--- src/rtl/icache_refill_pkg.sv ---
// -----------------------------------------------------------------------------
// icache_refill_pkg
// Shared definitions for the instruction-cache refill engine:
//   - refill FSM state encoding (IDLE/ARB/READ/WRITE, 2 bits)
//   - REFILL_BYTES : number of bytes fetched per miss
//   - OPC_MASK     : low opcode bits that mark a full-width (non-compressed) inst
//   - is_compressed(): RISC-V compressed-instruction detect
//   - byte_off()   : read counter -> byte offset, saturating at the last byte
// -----------------------------------------------------------------------------
package icache_refill_pkg;

    typedef enum logic [1:0] {
        ST_IDLE  = 2'd0,
        ST_ARB   = 2'd1,
        ST_READ  = 2'd2,
        ST_WRITE = 2'd3
    } state_t;

    localparam int         REFILL_BYTES = 4;
    localparam logic [1:0] OPC_MASK     = 2'b11;

    function automatic logic is_compressed(input logic [31:0] inst);
        return (inst[1:0] & OPC_MASK) != OPC_MASK;
    endfunction

    // Past the last byte the address is a don't-care; hold it on the last byte.
    function automatic logic [1:0] byte_off(input logic [2:0] cnt);
        return (cnt > 3'd3) ? 2'd3 : cnt[1:0];
    endfunction

endpackage

--- src/rtl/icache_refill_if.sv ---
// -----------------------------------------------------------------------------
// icache_refill_if
// Bundles the fetch request, RAM arbiter/bus and ICache/fetch result signals.
//   slave  : the refill engine (accepts fetch misses, masters the RAM port)
//   master : the surrounding system (fetch, arbiter, RAM, ICache)
// Fetch : req_valid, req_addr -> ; <- req_ready
// RAM   : <- mem_req, mem_a, mem_wr ; mem_gnt, mem_din ->
// Cache : <- cache_wr, cache_addr, cache_inst
// Fetch : <- done_valid, done_inst, done_is_c
// -----------------------------------------------------------------------------
interface icache_refill_if #(
    parameter int ADDR_W = 32
);
    logic              req_valid;
    logic [ADDR_W-1:0] req_addr;
    logic              req_ready;

    logic              mem_req;
    logic              mem_gnt;
    logic [ADDR_W-1:0] mem_a;
    logic              mem_wr;
    logic [7:0]        mem_din;

    logic              cache_wr;
    logic [ADDR_W-1:0] cache_addr;
    logic [31:0]       cache_inst;

    logic              done_valid;
    logic [31:0]       done_inst;
    logic              done_is_c;

    modport slave (
        input  req_valid, req_addr, mem_gnt, mem_din,
        output req_ready, mem_req, mem_a, mem_wr,
               cache_wr, cache_addr, cache_inst,
               done_valid, done_inst, done_is_c
    );

    modport master (
        output req_valid, req_addr, mem_gnt, mem_din,
        input  req_ready, mem_req, mem_a, mem_wr,
               cache_wr, cache_addr, cache_inst,
               done_valid, done_inst, done_is_c
    );
endinterface

--- src/rtl/icache_refill_byte_asm.sv ---
// -----------------------------------------------------------------------------
// icache_refill_byte_asm
// Lane register that assembles REFILL_BYTES bytes into a little-endian word.
// Ports:
//   clk_in  : clock
//   rst_in  : synchronous reset, active low
//   clr     : clear all lanes (already qualified by the global ready)
//   cap     : write din into lane 'lane' (already qualified by the global ready)
//   lane    : target byte lane, 0 = least significant
//   din     : incoming RAM byte
//   word    : assembled word {lane3, lane2, lane1, lane0}
// -----------------------------------------------------------------------------
module icache_refill_byte_asm
    import icache_refill_pkg::*;
(
    input  logic        clk_in,
    input  logic        rst_in,
    input  logic        clr,
    input  logic        cap,
    input  logic [1:0]  lane,
    input  logic [7:0]  din,
    output logic [31:0] word
);

    genvar gi;
    generate
        for (gi = 0; gi < REFILL_BYTES; gi++) begin : g_lane
            logic [7:0] byte_reg;

            always_ff @(posedge clk_in) begin
                if (!rst_in || clr) begin
                    byte_reg <= 8'h00;
                end else if (cap && (lane == 2'(gi))) begin
                    byte_reg <= din;
                end
            end

            assign word[gi*8 +: 8] = byte_reg;
        end
    endgenerate

endmodule

--- src/rtl/icache_refill.sv ---
// -----------------------------------------------------------------------------
// icache_refill
// ICache miss-refill engine. On an accepted fetch miss it requests the
// byte-wide RAM port, reads 4 consecutive bytes (address wraps mod 2^ADDR_W),
// assembles them little-endian, then issues one ICache write strobe together
// with a one-cycle result pulse to fetch. rob_clear_up aborts any refill.
// Ports:
//   clk_in       : clock
//   rst_in       : synchronous reset, active low; overrides rdy_in and flush
//   rdy_in       : global ready; low freezes every register
//   rob_clear_up : pipeline flush
//   bus          : icache_refill_if.slave (fetch, RAM, ICache, result)
//   stat_miss    : completed refills      (only with ICACHE_REFILL_STATS_EN)
//   stat_abort   : flush-aborted refills  (only with ICACHE_REFILL_STATS_EN)
// Parameters:
//   ADDR_W  : address width, must match the interface instance
//   MEM_LAT : RAM read latency in cycles (1 is the supported value)
// Optional build macro: ICACHE_REFILL_STATS_EN adds the two statistic counters.
// -----------------------------------------------------------------------------
module icache_refill
    import icache_refill_pkg::*;
#(
    parameter int ADDR_W  = 32,
    parameter int MEM_LAT = 1
) (
    input  logic        clk_in,
    input  logic        rst_in,
    input  logic        rdy_in,
    input  logic        rob_clear_up,
`ifdef ICACHE_REFILL_STATS_EN
    output logic [31:0] stat_miss,
    output logic [31:0] stat_abort,
`endif
    icache_refill_if.slave bus
);

    localparam logic [2:0] LAT      = 3'(MEM_LAT);
    // The read counter keeps running MEM_LAT cycles past the last address so
    // the final byte can arrive.
    localparam logic [2:0] CNT_LAST = 3'(REFILL_BYTES + MEM_LAT - 1);

    state_t            state_reg;
    logic [2:0]        cnt_reg;
    logic [ADDR_W-1:0] base_reg;
    logic [ADDR_W-1:0] mem_a_reg;
    logic              req_ready_reg;
    logic              mem_req_reg;
    logic              write_reg;

    logic              busy;
    logic              flush_go;
    logic              accept;
    logic              strobe;
    logic              asm_clr;
    logic              asm_cap;
    logic [1:0]        asm_lane;
    logic [31:0]       word;

    assign busy     = (state_reg != ST_IDLE);
    assign flush_go = rdy_in && rob_clear_up && busy;
    // A miss arriving together with a flush is refused; fetch re-presents it.
    assign accept   = rdy_in && !busy && bus.req_valid && !rob_clear_up;

    always_ff @(posedge clk_in) begin
        if (!rst_in) begin
            state_reg     <= ST_IDLE;
            cnt_reg       <= 3'd0;
            base_reg      <= '0;
            mem_a_reg     <= '0;
            req_ready_reg <= 1'b1;
            mem_req_reg   <= 1'b0;
            write_reg     <= 1'b0;
        end else if (rdy_in) begin
            if (flush_go) begin
                state_reg     <= ST_IDLE;
                cnt_reg       <= 3'd0;
                mem_a_reg     <= '0;
                req_ready_reg <= 1'b1;
                mem_req_reg   <= 1'b0;
                write_reg     <= 1'b0;
            end else begin
                case (state_reg)
                    ST_IDLE: begin
                        if (accept) begin
                            base_reg      <= bus.req_addr;
                            state_reg     <= ST_ARB;
                            req_ready_reg <= 1'b0;
                            mem_req_reg   <= 1'b1;
                        end
                    end
                    ST_ARB: begin
                        if (bus.mem_gnt) begin
                            state_reg <= ST_READ;
                            cnt_reg   <= 3'd0;
                            mem_a_reg <= base_reg;
                        end
                    end
                    ST_READ: begin
                        // Grant is assumed held once given; it is not re-checked here.
                        if (cnt_reg == CNT_LAST) begin
                            state_reg   <= ST_WRITE;
                            mem_req_reg <= 1'b0;
                            write_reg   <= 1'b1;
                            mem_a_reg   <= '0;
                        end else begin
                            cnt_reg   <= cnt_reg + 3'd1;
                            mem_a_reg <= base_reg + ADDR_W'(byte_off(cnt_reg + 3'd1));
                        end
                    end
                    ST_WRITE: begin
                        state_reg     <= ST_IDLE;
                        cnt_reg       <= 3'd0;
                        write_reg     <= 1'b0;
                        req_ready_reg <= 1'b1;
                    end
                    default: begin
                        state_reg <= ST_IDLE;
                    end
                endcase
            end
        end
    end

    // Byte for counter value c arrives MEM_LAT cycles later, i.e. lane c-MEM_LAT.
    assign asm_cap  = rdy_in && !rob_clear_up && (state_reg == ST_READ) && (cnt_reg >= LAT);
    assign asm_lane = 2'(cnt_reg - LAT);
    assign asm_clr  = accept || flush_go;

    icache_refill_byte_asm u_asm (
        .clk_in (clk_in),
        .rst_in (rst_in),
        .clr    (asm_clr),
        .cap    (asm_cap),
        .lane   (asm_lane),
        .din    (bus.mem_din),
        .word   (word)
    );

    // A flush landing on the WRITE cycle kills the strobe in that same cycle.
    // During a stall the flush is not acted on, so the pulse is kept.
    assign strobe = write_reg && !(rdy_in && rob_clear_up);

    assign bus.req_ready  = req_ready_reg;
    assign bus.mem_req    = mem_req_reg;
    assign bus.mem_a      = mem_a_reg;
    assign bus.mem_wr     = 1'b0;
    assign bus.cache_wr   = strobe;
    assign bus.cache_addr = write_reg ? base_reg : '0;
    assign bus.cache_inst = word;
    assign bus.done_valid = strobe;
    assign bus.done_inst  = word;
    assign bus.done_is_c  = write_reg && is_compressed(word);

`ifdef ICACHE_REFILL_STATS_EN
    logic [31:0] stat_miss_reg;
    logic [31:0] stat_abort_reg;

    always_ff @(posedge clk_in) begin
        if (!rst_in) begin
            stat_miss_reg  <= 32'd0;
            stat_abort_reg <= 32'd0;
        end else if (rdy_in) begin
            if (write_reg && !rob_clear_up) begin
                stat_miss_reg <= stat_miss_reg + 32'd1;
            end
            if (flush_go) begin
                stat_abort_reg <= stat_abort_reg + 32'd1;
            end
        end
    end

    assign stat_miss  = stat_miss_reg;
    assign stat_abort = stat_abort_reg;
`endif

endmodule

--- src/flat_wrapper.sv ---
// flat-port wrapper written by rule: the top's interface ports become plain ports
module icache_refill_flat import icache_refill_pkg::*;
#(
    parameter int ADDR_W  = 32,
    parameter int MEM_LAT = 1
)
  (clk_in, rst_in, rdy_in, rob_clear_up, bus_req_valid, bus_req_addr, bus_mem_gnt, bus_mem_din, bus_req_ready, bus_mem_req, bus_mem_a, bus_mem_wr, bus_cache_wr, bus_cache_addr, bus_cache_inst, bus_done_valid, bus_done_inst, bus_done_is_c);
  icache_refill_if #(.ADDR_W(ADDR_W)) bus_i ();
  input  logic clk_in;
  input  logic rst_in;
  input  logic rdy_in;
  input  logic rob_clear_up;
  input wire logic [$bits(bus_i.req_valid)-1:0] bus_req_valid;
  input wire logic [$bits(bus_i.req_addr)-1:0] bus_req_addr;
  input wire logic [$bits(bus_i.mem_gnt)-1:0] bus_mem_gnt;
  input wire logic [$bits(bus_i.mem_din)-1:0] bus_mem_din;
  output wire logic [$bits(bus_i.req_ready)-1:0] bus_req_ready;
  output wire logic [$bits(bus_i.mem_req)-1:0] bus_mem_req;
  output wire logic [$bits(bus_i.mem_a)-1:0] bus_mem_a;
  output wire logic [$bits(bus_i.mem_wr)-1:0] bus_mem_wr;
  output wire logic [$bits(bus_i.cache_wr)-1:0] bus_cache_wr;
  output wire logic [$bits(bus_i.cache_addr)-1:0] bus_cache_addr;
  output wire logic [$bits(bus_i.cache_inst)-1:0] bus_cache_inst;
  output wire logic [$bits(bus_i.done_valid)-1:0] bus_done_valid;
  output wire logic [$bits(bus_i.done_inst)-1:0] bus_done_inst;
  output wire logic [$bits(bus_i.done_is_c)-1:0] bus_done_is_c;
  assign bus_i.req_valid = bus_req_valid;
  assign bus_i.req_addr = bus_req_addr;
  assign bus_i.mem_gnt = bus_mem_gnt;
  assign bus_i.mem_din = bus_mem_din;
  assign bus_req_ready = bus_i.req_ready;
  assign bus_mem_req = bus_i.mem_req;
  assign bus_mem_a = bus_i.mem_a;
  assign bus_mem_wr = bus_i.mem_wr;
  assign bus_cache_wr = bus_i.cache_wr;
  assign bus_cache_addr = bus_i.cache_addr;
  assign bus_cache_inst = bus_i.cache_inst;
  assign bus_done_valid = bus_i.done_valid;
  assign bus_done_inst = bus_i.done_inst;
  assign bus_done_is_c = bus_i.done_is_c;
  icache_refill #(.ADDR_W(ADDR_W), .MEM_LAT(MEM_LAT)) u_core (.clk_in(clk_in), .rst_in(rst_in), .rdy_in(rdy_in), .rob_clear_up(rob_clear_up), .bus(bus_i));
endmodule
--- config.mk ---
export PLATFORM = sky130hd
export DESIGN_NAME = icache_refill_flat
export DESIGN_NICKNAME = d
export VERILOG_FILES = /design/src/rtl/icache_refill_pkg.sv /design/src/rtl/icache_refill_if.sv /design/src/rtl/icache_refill_byte_asm.sv /design/src/rtl/icache_refill.sv /design/src/flat_wrapper.sv
export SDC_FILE = /design/constraint.sdc
export NUM_CORES = 1
export LEC_CHECK = 0
export ABC_AREA = 1
export BUFFER_PORTS_ARGS = -buffer_cell sky130_fd_sc_hd__buf_2
export CORE_AREA = 2 2 122 124
export CTS_CLUSTER_SIZE = 14
export DETAILED_ROUTE_END_ITERATION = 10
export DIE_AREA = 0 0 124 126
export PLACE_DENSITY_LB_ADDON = 0.12
export SYNTH_ARGS = -nofsm -noshare
export SYNTH_HDL_FRONTEND = slang
export SYNTH_HIERARCHICAL = 1
export SYNTH_SLANG_ARGS = --single-unit
--- constraint.sdc ---
create_clock -name clk_in -period 5.8 [get_ports clk_in]
set_input_delay 0.58 -clock clk_in [delete_from_list [all_inputs] [get_ports clk_in]]
set_output_delay 0.58 -clock clk_in [all_outputs]
set_load 0.02 [all_outputs]
==> results, run 1 <==
- The flow ran to the end, and the final reports show no timing, DRC or antenna violations.
- In the final design database the tool counted around 1000 nets.
- The detail route stage leaves a number of antenna-violating nets equal to 0.
- The measured slew at the worst slew-check pin is between 700 and 800 ps.
- The synthesized design spends more area on one cell type than any other, namely sky130_fd_sc_hd__dfxtp_1.
- The clock period could shrink to about 3200 ps.
- The total of warnings raised by yosys is 6.
- The internal power of the cells is 1295 uW.
- For this design the top-level I/O count stands at 180.
- The endpoint of the lowest-slack register-to-register path is u_core/bus.mem_a[28].
- The number of antenna violations at the first check in global routing is 0.
- Counting flops with a built-in enable in the synthesized netlist gives 0.
- The overall routing resource usage is 0.2006.
- The number of clock sinks seen by CTS is ~100.
- The portion of total power attributed to combinational logic is 0.181.
- STA puts the critical path data required time at 6070 ps.
- The clock edge transition at the registers on the reported setup and hold paths is approximately 70 ps.
- The H-tree depth reported by CTS is 3.
- In the final layout, the share of cells above drive strength 1 is 0.2260.
- The effective utilization at floorplan is 0.3913.
- The type of the worst setup path is reg2reg.
- The fraction of the yosys area taken by sequential cells is 0.3717.
- The routed wirelength normalized by instance count is about 13 um.
- The final number of max-transition violations is 0.
- For the final database, setup skew stands at between 4 and 5 ps.
- The startpoint identified for the worst register-to-register timing path is u_core/cnt_reg[0].
- The master of the slowest instance on the critical path is sky130_fd_sc_hd__dfxtp_1.
- The count of different cell masters after synthesis is 35.
- The source-to-sink clock delay at the later pin of the worst-skew pair is approximately 350 ps.
- The final weighted congestion in routability-driven placement is about 0.83.
- Input and output buffers added on the ports amount to ~180.
- The fraction of synthesis flops using an asynchronous set or reset pin is 0.
- The startpoint of the worst hold path is u_core/bus.mem_a[18].
- In this run the worst path has a maximum fanout of 9.
- The critical path buffer and inverter count is 3.
- For this run the aggregate overflow at the end of global routing stands at 0.
- The final cycle utilization of the critical path is 0.5556.
- The class of the worst hold path is reg2reg.
- After legalization and detailed placement, the total HPWL measured 11.65 mm.
- The leakage power is between 0.003 and 0.004 uW.
- The layout overhead on the synthesized area is 19.66%.
- The power density relative to cell area is 275.3 mW/mm^2.
- The proportion of netlist area held by the largest area contributor is 0.3717.
- The number of hold buffers added after cts is 0.
- The number of nets handed over by synthesis was 918.
- In this design, the largest share of critical-path delay is due to simple AND/OR/NAND/NOR gates.
- The post-synthesis sequential element count is between 100 and 150.
- The total DRC errors in the routed layout is 0.
- Entering global routing, the biggest net connects 38 pins.
- Counting cells, the worst reg-to-reg path comes to 15.
- The overall die height is approximately 130 um.
- In the synthesized netlist, the number of instances is roughly 860.
- In this run the core area contains 44 standard-cell rows.
- Setup violations remaining at the end of the flow were counted as 0.
- The post-synth design cell area is 0.005602 sq mm.
- The post-CTS resize count is 0.
- The CTS root buffer is sky130_fd_sc_hd__clkbuf_16.
- STA classifies the critical path startpoint as a register.
- Headroom to the max-slew limit came out at 0.5069.
- The tool flagged a number of max-cap violations equal to 0.
- By count the netlist is led by 205 x sky130_fd_sc_hd__nand2_1, 136 x sky130_fd_sc_hd__nor2_1, 113 x sky130_fd_sc_hd__inv_1, 104 x sky130_fd_sc_hd__dfxtp_1, 67 x sky130_fd_sc_hd__a21oi_1.
- The total via count in the routed design is around 5500.
- The number of buffers created by CTS is 9.
- Data arrives at the worst endpoint at 3490 ps.
- Before antenna repair, the detailed router went through 5 iterations.
- Counting along the longest clock path gives a buffer depth of 2.
- Once the clock tree was built, the setup fixing pass inserted 0 buffers.
- The final total negative setup slack is 0 ps.
- Of the total power, the clock network draws 0.388.
- The antenna diode instance count is 0.
- The overall die area is between 0.015 and 0.02 sq mm.
- Of the total power, registers draw 0.431.
- The register-to-register setup slack is between 2000 and 3000 ps.
- The wire length of the first global-routing pass is around 25 mm.
- The placeable core region is 0.01431 sq mm.
- The critical path runs through a total of 15 cells.
- By area the synthesized netlist is led by sky130_fd_sc_hd__dfxtp_1 37%, sky130_fd_sc_hd__nand2_1 14%, sky130_fd_sc_hd__nor2_1 9.1%.
- From left edge to right edge, the die measures 124 um.
- The clock tree from TritonCTS is done.
- The total wirelength of the detailed-routed design is around 16 mm.
- Counting instances, the worst hold path has a depth of 2.
- The maximum VDD drop is roughly 130 uV.
- The routed via count divided by cell count is roughly 4.7.
- The end point of the worst hold path is u_core/bus.mem_a[18].
- Setup repair after global routing left no endpoint under its margin.
- The critical path goes through inv_1 > ha_1 > inv_1 > o31ai_1 > or2_2 > ha_1 > inv_1 > fa_1 > nor2_1 > nand3_1 > nor2_4 > nand3_1 > nand2_1 > nand3_1 > a21oi_1.
- The endpoint type of the worst setup path is a register.
- The critical path's largest stage delay is approximately 390 ps.
- The count of filler cells inserted in the layout is 1571.
- For this block, the initial DRC count from the detailed router was roughly 350.
- The dominant synthesized flop cell is sky130_fd_sc_hd__dfxtp_1.
- The synthesized area divided by synthesized cell count is between 6 and 7 sq um.
- The total count of hold-check failures in the final report is 0.
- The power spent charging and discharging nets is roughly 550 uW.
- By instance count, the leading cell after synthesis is sky130_fd_sc_hd__nand2_1.
- The maximum clock frequency is 0.3103 GHz.
- The via count of the first global-routing pass is 4843.
- The net switching share of the total power is 0.2983.
- The overall power of the completed layout is ~1800 uW.
==> power groups by stage <==
stage,Clock (uW),Combinational [uW],Sequential (uW)
2_1_floorplan,0,240,805
3_3_place_gp,0,334,811
3_5_place_dp,0,335,811
4_1_cts,732,336,794
5_1_grt,763,374,800
6_report,717,334,794
==> area by class of cell <==
class	count	area, sq um	share of cell area
Inverter	115	431.7	0.06440
Sequential cell	104	2082	0.3106
Tap cell	184	230.2	0.03435
Timing Repair Buffer	182	920.9	0.1374
Clock inverter	5	102.6	0.01531
Multi-Input combinational cell	574	2683	0.4002
Clock buffer	11	252.7	0.03771
==> worst reg2reg max path, delay by kind of cell (launching register included) <==
family	cells	cell delay (ps)
AOI/OAI and AO/OA	2	470
adders and majority gates	3	900
buffers and inverters	3	360
DFF	1	390
and+or+nand+nor	7	1030
==> cell usage in the layout (no fill, tap or decap) <==
cell / synthesis / layout
sky130_fd_sc_hd__nand2_1: 205 / 205
sky130_fd_sc_hd__buf_2: 9 / 178
sky130_fd_sc_hd__nor2_1: 136 / 136
sky130_fd_sc_hd__inv_1: 113 / 113
sky130_fd_sc_hd__dfxtp_1: 104 / 104
sky130_fd_sc_hd__a21oi_1: 67 / 67
sky130_fd_sc_hd__nand3_1: 58 / 57
sky130_fd_sc_hd__o21ai_0: 41 / 41
sky130_fd_sc_hd__ha_1: 10 / 10
sky130_fd_sc_hd__clkbuf_16: 0 / 9
sky130_fd_sc_hd__or2_2: 8 / 8
sky130_fd_sc_hd__nand4_1: 8 / 8
sky130_fd_sc_hd__nand3b_1: 5 / 5
sky130_fd_sc_hd__nand3_2: 3 / 4
sky130_fd_sc_hd__nor2_2: 4 / 4
sky130_fd_sc_hd__buf_4: 36 / 4
sky130_fd_sc_hd__bufinv_16: 0 / 3
sky130_fd_sc_hd__xor2_1: 3 / 3
sky130_fd_sc_hd__nor3_1: 3 / 3
sky130_fd_sc_hd__a211oi_1: 3 / 3
sky130_fd_sc_hd__clkbuf_8: 0 / 2
sky130_fd_sc_hd__inv_2: 2 / 2
sky130_fd_sc_hd__nand2_4: 2 / 2
sky130_fd_sc_hd__nor2_4: 2 / 2
sky130_fd_sc_hd__o211ai_1: 2 / 2
sky130_fd_sc_hd__xnor2_1: 2 / 2
sky130_fd_sc_hd__and2_1: 2 / 2
sky130_fd_sc_hd__clkinvlp_4: 0 / 1
sky130_fd_sc_hd__clkinv_2: 0 / 1
sky130_fd_sc_hd__o31ai_1: 1 / 1
sky130_fd_sc_hd__nand2_2: 1 / 1
sky130_fd_sc_hd__nor4_1: 2 / 1
sky130_fd_sc_hd__nor4_2: 0 / 1
sky130_fd_sc_hd__a21oi_4: 1 / 1
sky130_fd_sc_hd__o21bai_1: 1 / 1
sky130_fd_sc_hd__a31o_2: 1 / 1
sky130_fd_sc_hd__a31oi_1: 1 / 1
sky130_fd_sc_hd__fa_1: 1 / 1
sky130_fd_sc_hd__conb_1: 1 / 1
==> routing by layer <==
| metal | up-vias | share of wire | track usage |
|---|---|---|---|
| met1 | 2431 | 0.48 | 0.2701 |
| met4 | 0 | 0.015 | 0.06609 |
| met5 | - | 0 | 0 |
| li1 | 2891 | - | - |
| met2 | 169 | 0.44 | 0.3255 |
| met3 | 16 | 0.058 | 0.03306 |
==> stage by stage <==
step / worst slack (ps) / area (sq um) / hold WS (ps) / std cells / util
finish: 2577 / 6703 / 465.7 / 1175 / 0.4683
global route: 2289 / 6703 / 478.5 / 1175 / 0.4683
CTS: 2569 / 6703 / 463.8 / 1175 / 0.4683
detailed placement: 2597 / 6347 / 457.4 / 1159 / 0.4434
global placement: 2723 / 6347 / 453.7 / 1159 / 0.4434
floorplan: 2991 / 5602 / 457.2 / 861 / -
==> cell families (layout without fill, tap and decap cells) <==
| family | count (synthesis) | count (layout) | share of synthesized area |
|---|---|---|---|
| AND/OR/NAND/NOR | 439 | 439 | 0.3310 |
| buffers and inverters | 183 | 313 | 0.1514 |
| AO/OA/AOI/OAI | 118 | 118 | 0.1115 |
| flip-flops | 104 | 104 | 0.3717 |
| adder cells (fa/ha/maj) | 11 | 11 | 0.02591 |
| XOR/XNOR | 5 | 5 | 0.007819 |
| other | 1 | 1 | 0.0006694 |
==> worst max path at each step <==
stage | startpoint | end | slack (ps)
floorplan | u_core/cnt_reg[0] | u_core/bus.mem_a[8] | 2990
global placement | u_core/cnt_reg[0] | u_core/bus.mem_a[28] | 2720
detailed placement | u_core/cnt_reg[0] | u_core/bus.mem_a[28] | 2600
CTS | u_core/cnt_reg[0] | u_core/bus.mem_a[28] | 2570
global route | u_core/cnt_reg[0] | u_core/bus.mem_a[24] | 2290
finish | u_core/cnt_reg[0] | u_core/bus.mem_a[28] | 2580
Power figures use the tool's default switching activity.
==> inputs of run 2 (changes only) <==
Clock period 5.8 ns to 2.94 ns, I/O delays scaled along.
==> results, run 2 (synthesis results as in run 1) <==
- The root buffer cell chosen for the clock tree is sky130_fd_sc_hd__clkbuf_16.
- The number of rows created at floorplan is 44 (unchanged).
- The maximum VDD drop is 265.8 uV (+100%).
- Leaving out fill and tap cells, the most frequent cells in the layout are 204 x sky130_fd_sc_hd__nand2_1, 178 x sky130_fd_sc_hd__buf_2, 135 x sky130_fd_sc_hd__nor2_1.
- The worst relative slew slack is 0.5036 (-0.003350).
- The die extent in x is 124 um (unchanged).
- The type of the worst setup path is reg2reg.
- The cell total after placement is 1172 (+1.1%).
- The required time reported for the critical path endpoint was 3210 ps (-2860 ps).
- The pin count of the biggest net entering global routing is 38 (unchanged).
- The final instance area is 0.006761 sq mm (+0.88%).
- The maximum clock frequency is 0.3697 GHz (+19%).
- The standard cell area after detailed placement is 0.006445 sq mm (+1.5%).
- The final setup violation count is 0 (unchanged).
- The count of maximum capacitance violations is 0 (unchanged).
- The placeable core region was 0.01431 sq mm (unchanged).
- The cell count of the worst hold path is 3 (+1).
- The number of iterations in the first detailed-routing pass is 5 (unchanged).
- The power density relative to cell area is 504.5 mW/mm^2 (+83%).
- The number of nets at the end of the flow was 1057 (+1.3%).
- The via count of the first global-routing pass came to 5005 (+3.3%).
- The overall die area came to 0.01562 sq mm (unchanged).
- The worst flop-to-flop path startpoint is u_core/cnt_reg[0].
- The fraction of layout instances using a drive strength above 1 is 0.2420 (+0.01600).
- The count of filler cells inserted in the layout is 1577 (+0.38%).
- The final worst slack is 234.9 ps (-2343 ps).
- Setup repair after global routing left no endpoint under its margin.
- The overall die height is 126 um (unchanged).
- The worst setup slack after placement came to 100.6 ps (-2497 ps).
- The antenna diode instance count is 0 (unchanged).
- The count of boundary I/O pins is 180 (unchanged).
- The source-to-sink clock delay at the later pin of the worst-skew pair came to 340 ps (about the same).
- The flow ran to the end, and the final reports show no timing, DRC or antenna violations.
- The final total negative setup slack is 0 ps (unchanged).
- The worst path arrival time was 2970 ps (-520 ps).
- The H-tree depth reported by CTS came to 3 (unchanged).
- The worst hold path belongs to the class in2reg.
- The end point of the worst hold path is u_core/base_reg[13].
- STA classifies the critical path startpoint as a register.
- The total via count in the routed design is 5534 (+0.49%).
- The number of clock sinks seen by CTS is 104 (unchanged).
- The clock tree from TritonCTS is done.
- The number of I/O port buffers is 178 (unchanged).
- The layout overhead on the synthesized area is 20.71%.
- The setup clock skew after layout came to 4.812 ps (+0.02370 ps).
- The number of antenna violations at the first check in global routing is 0 (unchanged).
- The post-layout instance count excluding filler cells is 1188 (+1.1%).
- The startpoint of the worst hold path is bus_req_addr[13].
- The final number of max-transition violations is 0 (unchanged).
- The total count of hold-check failures in the final report is 0 (unchanged).
- The total DRC errors in the routed layout came to 0 (unchanged).
- The effective utilization at floorplan is 0.3913 (unchanged).
- The measured slew at the worst slew-check pin came to 743.6 ps (+5.692 ps).
- The register-to-register setup slack is 230 ps (-2340 ps).
- The half-perimeter wire length of the detailed placement result is 11.82 mm (+1.5%).
- The number of DRC markers in iteration 0 is 295 (-15%).
- The routed via count divided by cell count is 4.658 (-0.61%).
- The clock edge transition at the registers on the reported setup and hold paths was 70 ps (about the same).
- The total wirelength of the detailed-routed design was 15.88 mm (+0.63%).
- The wire length of the first global-routing pass came to 25.36 mm (+3.1%).
- The largest fanout on the critical path came to 8 (-1).
- The routed wirelength normalized by instance count is 13.36 um (-0.47%).
- The final cycle utilization of the critical path is 0.9201 (+0.3645).
- The number of hold buffers added after cts is 0 (unchanged).
- The worst hold slack after final layout is 197.6 ps (-268.0 ps).
- The endpoint type of the worst setup path is a register.
- The post-layout minimum cycle time is 2705 ps (-517.5 ps).
- In this run the critical register-to-register path is captured at u_core/bus.mem_a[24].
- The global route total overflow is 0 (unchanged).
- The leakage power was 0.003583 uW (+1.0%).
- The overall routing resource usage is 0.2051 (+0.004535).
- The depth of the worst register-to-register path is 15 (unchanged).
- The number of nets with antenna violations after routing is 0 (unchanged).
- The final weighted congestion in routability-driven placement is 0.8184 (-1.4%).
- The number of buffers created by CTS was 9 (unchanged).
- The largest buffer count on any clock path came to 2 (unchanged).
- Leaving out fill and tap cells, the most frequent cell in the layout is sky130_fd_sc_hd__nand2_1.
==> run 2: changes by cell type in the layout (fill, tap and decap cells not counted), sizes merged <==
cell / delta
buf: +14
bufinv: -3
clkbuf: +1
clkinv: +1
==> run 2: layout make-up <==
| cell class | instances | area, sq um | area share |
|---|---|---|---|
| multi-input cells | 574 | 2718 | 0.4019 |
| clock buffers | 12 | 256.5 | 0.03793 |
| repair buffers | 196 | 1026 | 0.1517 |
| flip-flops and latches | 104 | 2082 | 0.3079 |
| clock inverters | 3 | 17.52 | 0.002591 |
| well taps | 184 | 230.2 | 0.03405 |
| inverters | 115 | 431.7 | 0.06384 |
==> run 2: per-stage QoR <==
stage	util	power [uW]
floorplan	-	2062
global placement	0.4503	2295
global route	0.4724	3610
finish	0.4724	3411
detailed placement	0.4503	2294
CTS	0.4694	3441
==> run 2: timing repair <==
| action | in CTS | in global routing |
|---|---|---|
| buffers inserted | 0 | 1 |
| setup endpoints to repair | 0 | 8 |
| resized for setup | 0 | 7 |
==> run 2: critical path, cell delays in order, from the launching register on <==
cell	delay (ps)
sky130_fd_sc_hd__dfxtp_1	330
sky130_fd_sc_hd__inv_1	80
sky130_fd_sc_hd__buf_4	180
sky130_fd_sc_hd__ha_1	210
sky130_fd_sc_hd__o31ai_2	200
sky130_fd_sc_hd__or2_2	150
sky130_fd_sc_hd__ha_1	170
sky130_fd_sc_hd__inv_1	60
sky130_fd_sc_hd__fa_2	340
sky130_fd_sc_hd__nor2_2	140
sky130_fd_sc_hd__nand3_2	150
sky130_fd_sc_hd__nor2_4	240
sky130_fd_sc_hd__nand3_1	90
sky130_fd_sc_hd__nand2_1	80
sky130_fd_sc_hd__nand3_1	60
sky130_fd_sc_hd__a21oi_1	140
==> run 2: how the worst max path moves through the flow <==
stage                      start              endpoint  slack [ps]  depth (start not counted)
4_1_cts        u_core/cnt_reg[1]  u_core/bus.mem_a[28]          80                         15
3_3_place_gp   u_core/cnt_reg[1]  u_core/bus.mem_a[28]         190                         15
2_1_floorplan  u_core/cnt_reg[0]   u_core/bus.mem_a[8]         130                         16
6_report       u_core/cnt_reg[0]  u_core/bus.mem_a[24]         230                         15
5_1_grt        u_core/cnt_reg[0]  u_core/bus.mem_a[28]          20                         15
3_5_place_dp   u_core/cnt_reg[1]  u_core/bus.mem_a[26]         100                         14
==> run 2: metal layers <==
metal  routed length, um  vias up  track usage
met5                   0        -            0
met4                 183        0      0.05948
met3                 851       13      0.02944
met2                7157      172       0.3332
met1                7684     2420       0.2822
li1                    -     2929            -
==> run 2: power breakdown <==
group          internal, uW  switching, uW  total (uW)
logic                   239            472         711
clock network           614            523        1140
registers              1480           84.5        1560
total                  2330           1080        3410
==> inputs of run 3 (changes only) <==
Settings changed: CTS_BUF_LIST from default to sky130_fd_sc_hd__clkbuf_8 sky130_fd_sc_hd__clkbuf_16.
==> results, run 3 (synthesis results as in run 1) <==
- The critical path buffer and inverter count is 3 (unchanged).
- The layout overhead on the synthesized area is 20.71% (unchanged).
- The maximum clock frequency was 0.3705 GHz (+0.23%).
- The worst hold slack after final layout was 197.8 ps (+0.1360 ps).
- The overall routing resource usage is 0.2051 (unchanged).
- The die extent in x is 124 um (unchanged).
- The number of antenna violations at the first check in global routing came to 0 (unchanged).
- The largest fanout on the critical path came to 8 (unchanged).
- In this run the worst hold path is classified as in2reg.
- The final weighted congestion in routability-driven placement came to 0.8184 (unchanged).
- The worst setup path is captured at a register.
- The via count of the first global-routing pass was 5005 (unchanged).
- The total wirelength of the detailed-routed design was 15.95 mm (+0.43%).
- The number of rows created at floorplan was 44 (unchanged).
- The final number of max-transition violations is 0 (unchanged).
- The number of nets with antenna violations after routing is 0 (unchanged).
- The leakage power came to 0.003587 uW (+0.12%).
- The count of maximum capacitance violations is 0 (unchanged).
- The flow ran to the end, and the final reports show no timing, DRC or antenna violations.
- The power density relative to cell area is 504.2 mW/mm^2 (about the same).
- The placeable core region was 0.01431 sq mm (unchanged).
- The antenna diode instance count is 0 (unchanged).
- The final cycle utilization of the critical path is 0.9180 (-0.002069).
- In the layout the commonest cells are 204 x sky130_fd_sc_hd__nand2_1, 178 x sky130_fd_sc_hd__buf_2, 135 x sky130_fd_sc_hd__nor2_1.
- The worst relative slew slack came to 0.5044 (+0.0007900).
- The setup clock skew after layout is 5.273 ps (+0.4610 ps).
- The critical path's largest stage delay is 340 ps (about the same).
- The overall die height is 126 um (unchanged).
- The routed wirelength normalized by instance count is 13.42 um (+0.43%).
- The number of buffers created by CTS is 9 (unchanged).
- The count of boundary I/O pins is 180 (unchanged).
- Setup repair after global routing left no endpoint under its margin.
- The clock tree from TritonCTS is done.
- The count of filler cells inserted in the layout is 1577 (unchanged).
- The pin count of the biggest net entering global routing is 38 (unchanged).
- The master of the slowest instance on the critical path is sky130_fd_sc_hd__fa_2.
- The routed via count divided by cell count came to 4.669 (+0.23%).
- The standard cell area after detailed placement is 0.006445 sq mm (unchanged).
- The number of nets at the end of the flow is 1057 (unchanged).
- The most common cell after layout, fill and taps aside is sky130_fd_sc_hd__nand2_1.
- The effective utilization at floorplan is 0.3913 (unchanged).
- The number of I/O port buffers is 178 (unchanged).
- Walking the worst path, the cells encountered are inv_1 > buf_4 > ha_1 > o31ai_2 > or2_2 > ha_1 > inv_1 > fa_2 > nor2_2 > nand3_2 > nor2_4 > nand3_1 > nand2_1 > nand3_1 > a21oi_1.
- The startpoint type of the worst setup path is a register.
- The overall power of the completed layout is 3409 uW (about the same).
- The source-to-sink clock delay at the later pin of the worst-skew pair came to 350 ps (about the same).
- The largest buffer count on any clock path is 2 (unchanged).
- The maximum VDD drop is 266.2 uV (+0.18%).
- The sequential cell area in the final layout is 0.002082 sq mm (unchanged).
- The overall die area is 0.01562 sq mm (unchanged).
- The post-layout minimum cycle time came to 2699 ps (-6.084 ps).
- The required time reported for the critical path endpoint is 3210 ps (about the same).
- The final setup violation count was 0 (unchanged).
- The cell sitting at the root of the clock tree is a sky130_fd_sc_hd__clkbuf_16.
- The final design utilization is 0.4724 (unchanged).
- The global route total overflow is 0 (unchanged).
- The number of iterations in the first detailed-routing pass was 5 (unchanged).
- The total via count in the routed design is 5547 (+0.23%).
- The wire length of the first global-routing pass came to 25.36 mm (unchanged).
- The multi-input gate area in the final layout is 0.002718 sq mm (unchanged).
- The worst path arrival time is 2970 ps (about the same).
- The number of DRC markers in iteration 0 was 304 (+3.1%).
- The total DRC errors in the routed layout is 0 (unchanged).
- The fraction of layout instances using a drive strength above 1 came to 0.2420 (unchanged).
- The clock edge transition at the registers on the reported setup and hold paths is 70 ps (about the same).
- The final instance area is 0.006761 sq mm (unchanged).
- The measured slew at the worst slew-check pin came to 742.4 ps (-1.184 ps).
- The critical path in this run is classified as reg2reg.
- The final total negative setup slack is 0 ps (unchanged).
- The half-perimeter wire length of the detailed placement result is 11.82 mm (unchanged).
- The total count of hold-check failures in the final report came to 0 (unchanged).
- The number of clock sinks seen by CTS came to 104 (unchanged).
- The kind of cell with the highest combined delay along the critical path is simple AND/OR/NAND/NOR gates.
- The H-tree depth reported by CTS is 3 (unchanged).
[run 3: changes by cell type in the layout (fill, tap and decap cells not counted), sizes merged]
| cell | before | now |
|---|---|---|
| clkbuf | 12 | 11 |
| inv | 115 | 116 |
[run 3: per-layer routing]
layer / routed length (um) / up-vias / track usage / share of wire
li1: - / 2931 / - / -
met4: 196 / 0 / 0.05948 / 0.012
met1: 7717 / 2433 / 0.2822 / 0.48
met3: 841 / 15 / 0.02944 / 0.053
met5: 0 / - / 0 / 0
met2: 7189 / 168 / 0.3332 / 0.45
[run 3: cell type report]
| type | count | share of cell area |
|---|---|---|
| Clock buffer | 11 | 0.03738 |
| Clock inverter | 4 | 0.003146 |
| Sequential cell | 104 | 0.3079 |
| Tap cell | 184 | 0.03405 |
| Inverter | 115 | 0.06384 |
| Multi-Input combinational cell | 574 | 0.4019 |
| Timing Repair Buffer | 196 | 0.1517 |
[run 3: final timing paths]
path / start / endpoint / slack, ps / cells past startpoint
worst max-delay path: u_core/cnt_reg[0] / u_core/bus.mem_a[24] / 240 / 15
worst min-delay path: bus_req_addr[13] / u_core/base_reg[13] / 200 / 3
worst max register to register: u_core/cnt_reg[0] / u_core/bus.mem_a[24] / 240 / 15
worst min register to register: u_core/bus.mem_a[23] / u_core/bus.mem_a[23] / 460 / 2
[run 3: repair_timing]
action / CTS / global route
gates resized for setup: 0 / 7
hold buffers: 0 / 0
endpoints found under the setup margin: 0 / 8
setup buffers: 0 / 1
[run 3: tightest hold or removal path: stages]
cell                      delay [ps]
sky130_fd_sc_hd__buf_2            70
sky130_fd_sc_hd__o21ai_0          70
sky130_fd_sc_hd__nor2_1           70
[run 3: stage by stage]
| stage | instances | worst slack (ps) |
|---|---|---|
| final | 1188 | 241.0 |
| after global placement | 1172 | 186.3 |
| after detailed placement | 1172 | 100.6 |
| after floorplan | 861 | 130.9 |
| after CTS | 1187 | 76.32 |
| after global routing | 1188 | 17.48 |
[run 3: report_power, final]
part           internal (uW)  total (uW)  switching, uW  leakage (uW)
logic                    239         713            474       0.00261
registers               1480        1560           84.6      0.000842
clock network            611        1130            522      0.000139
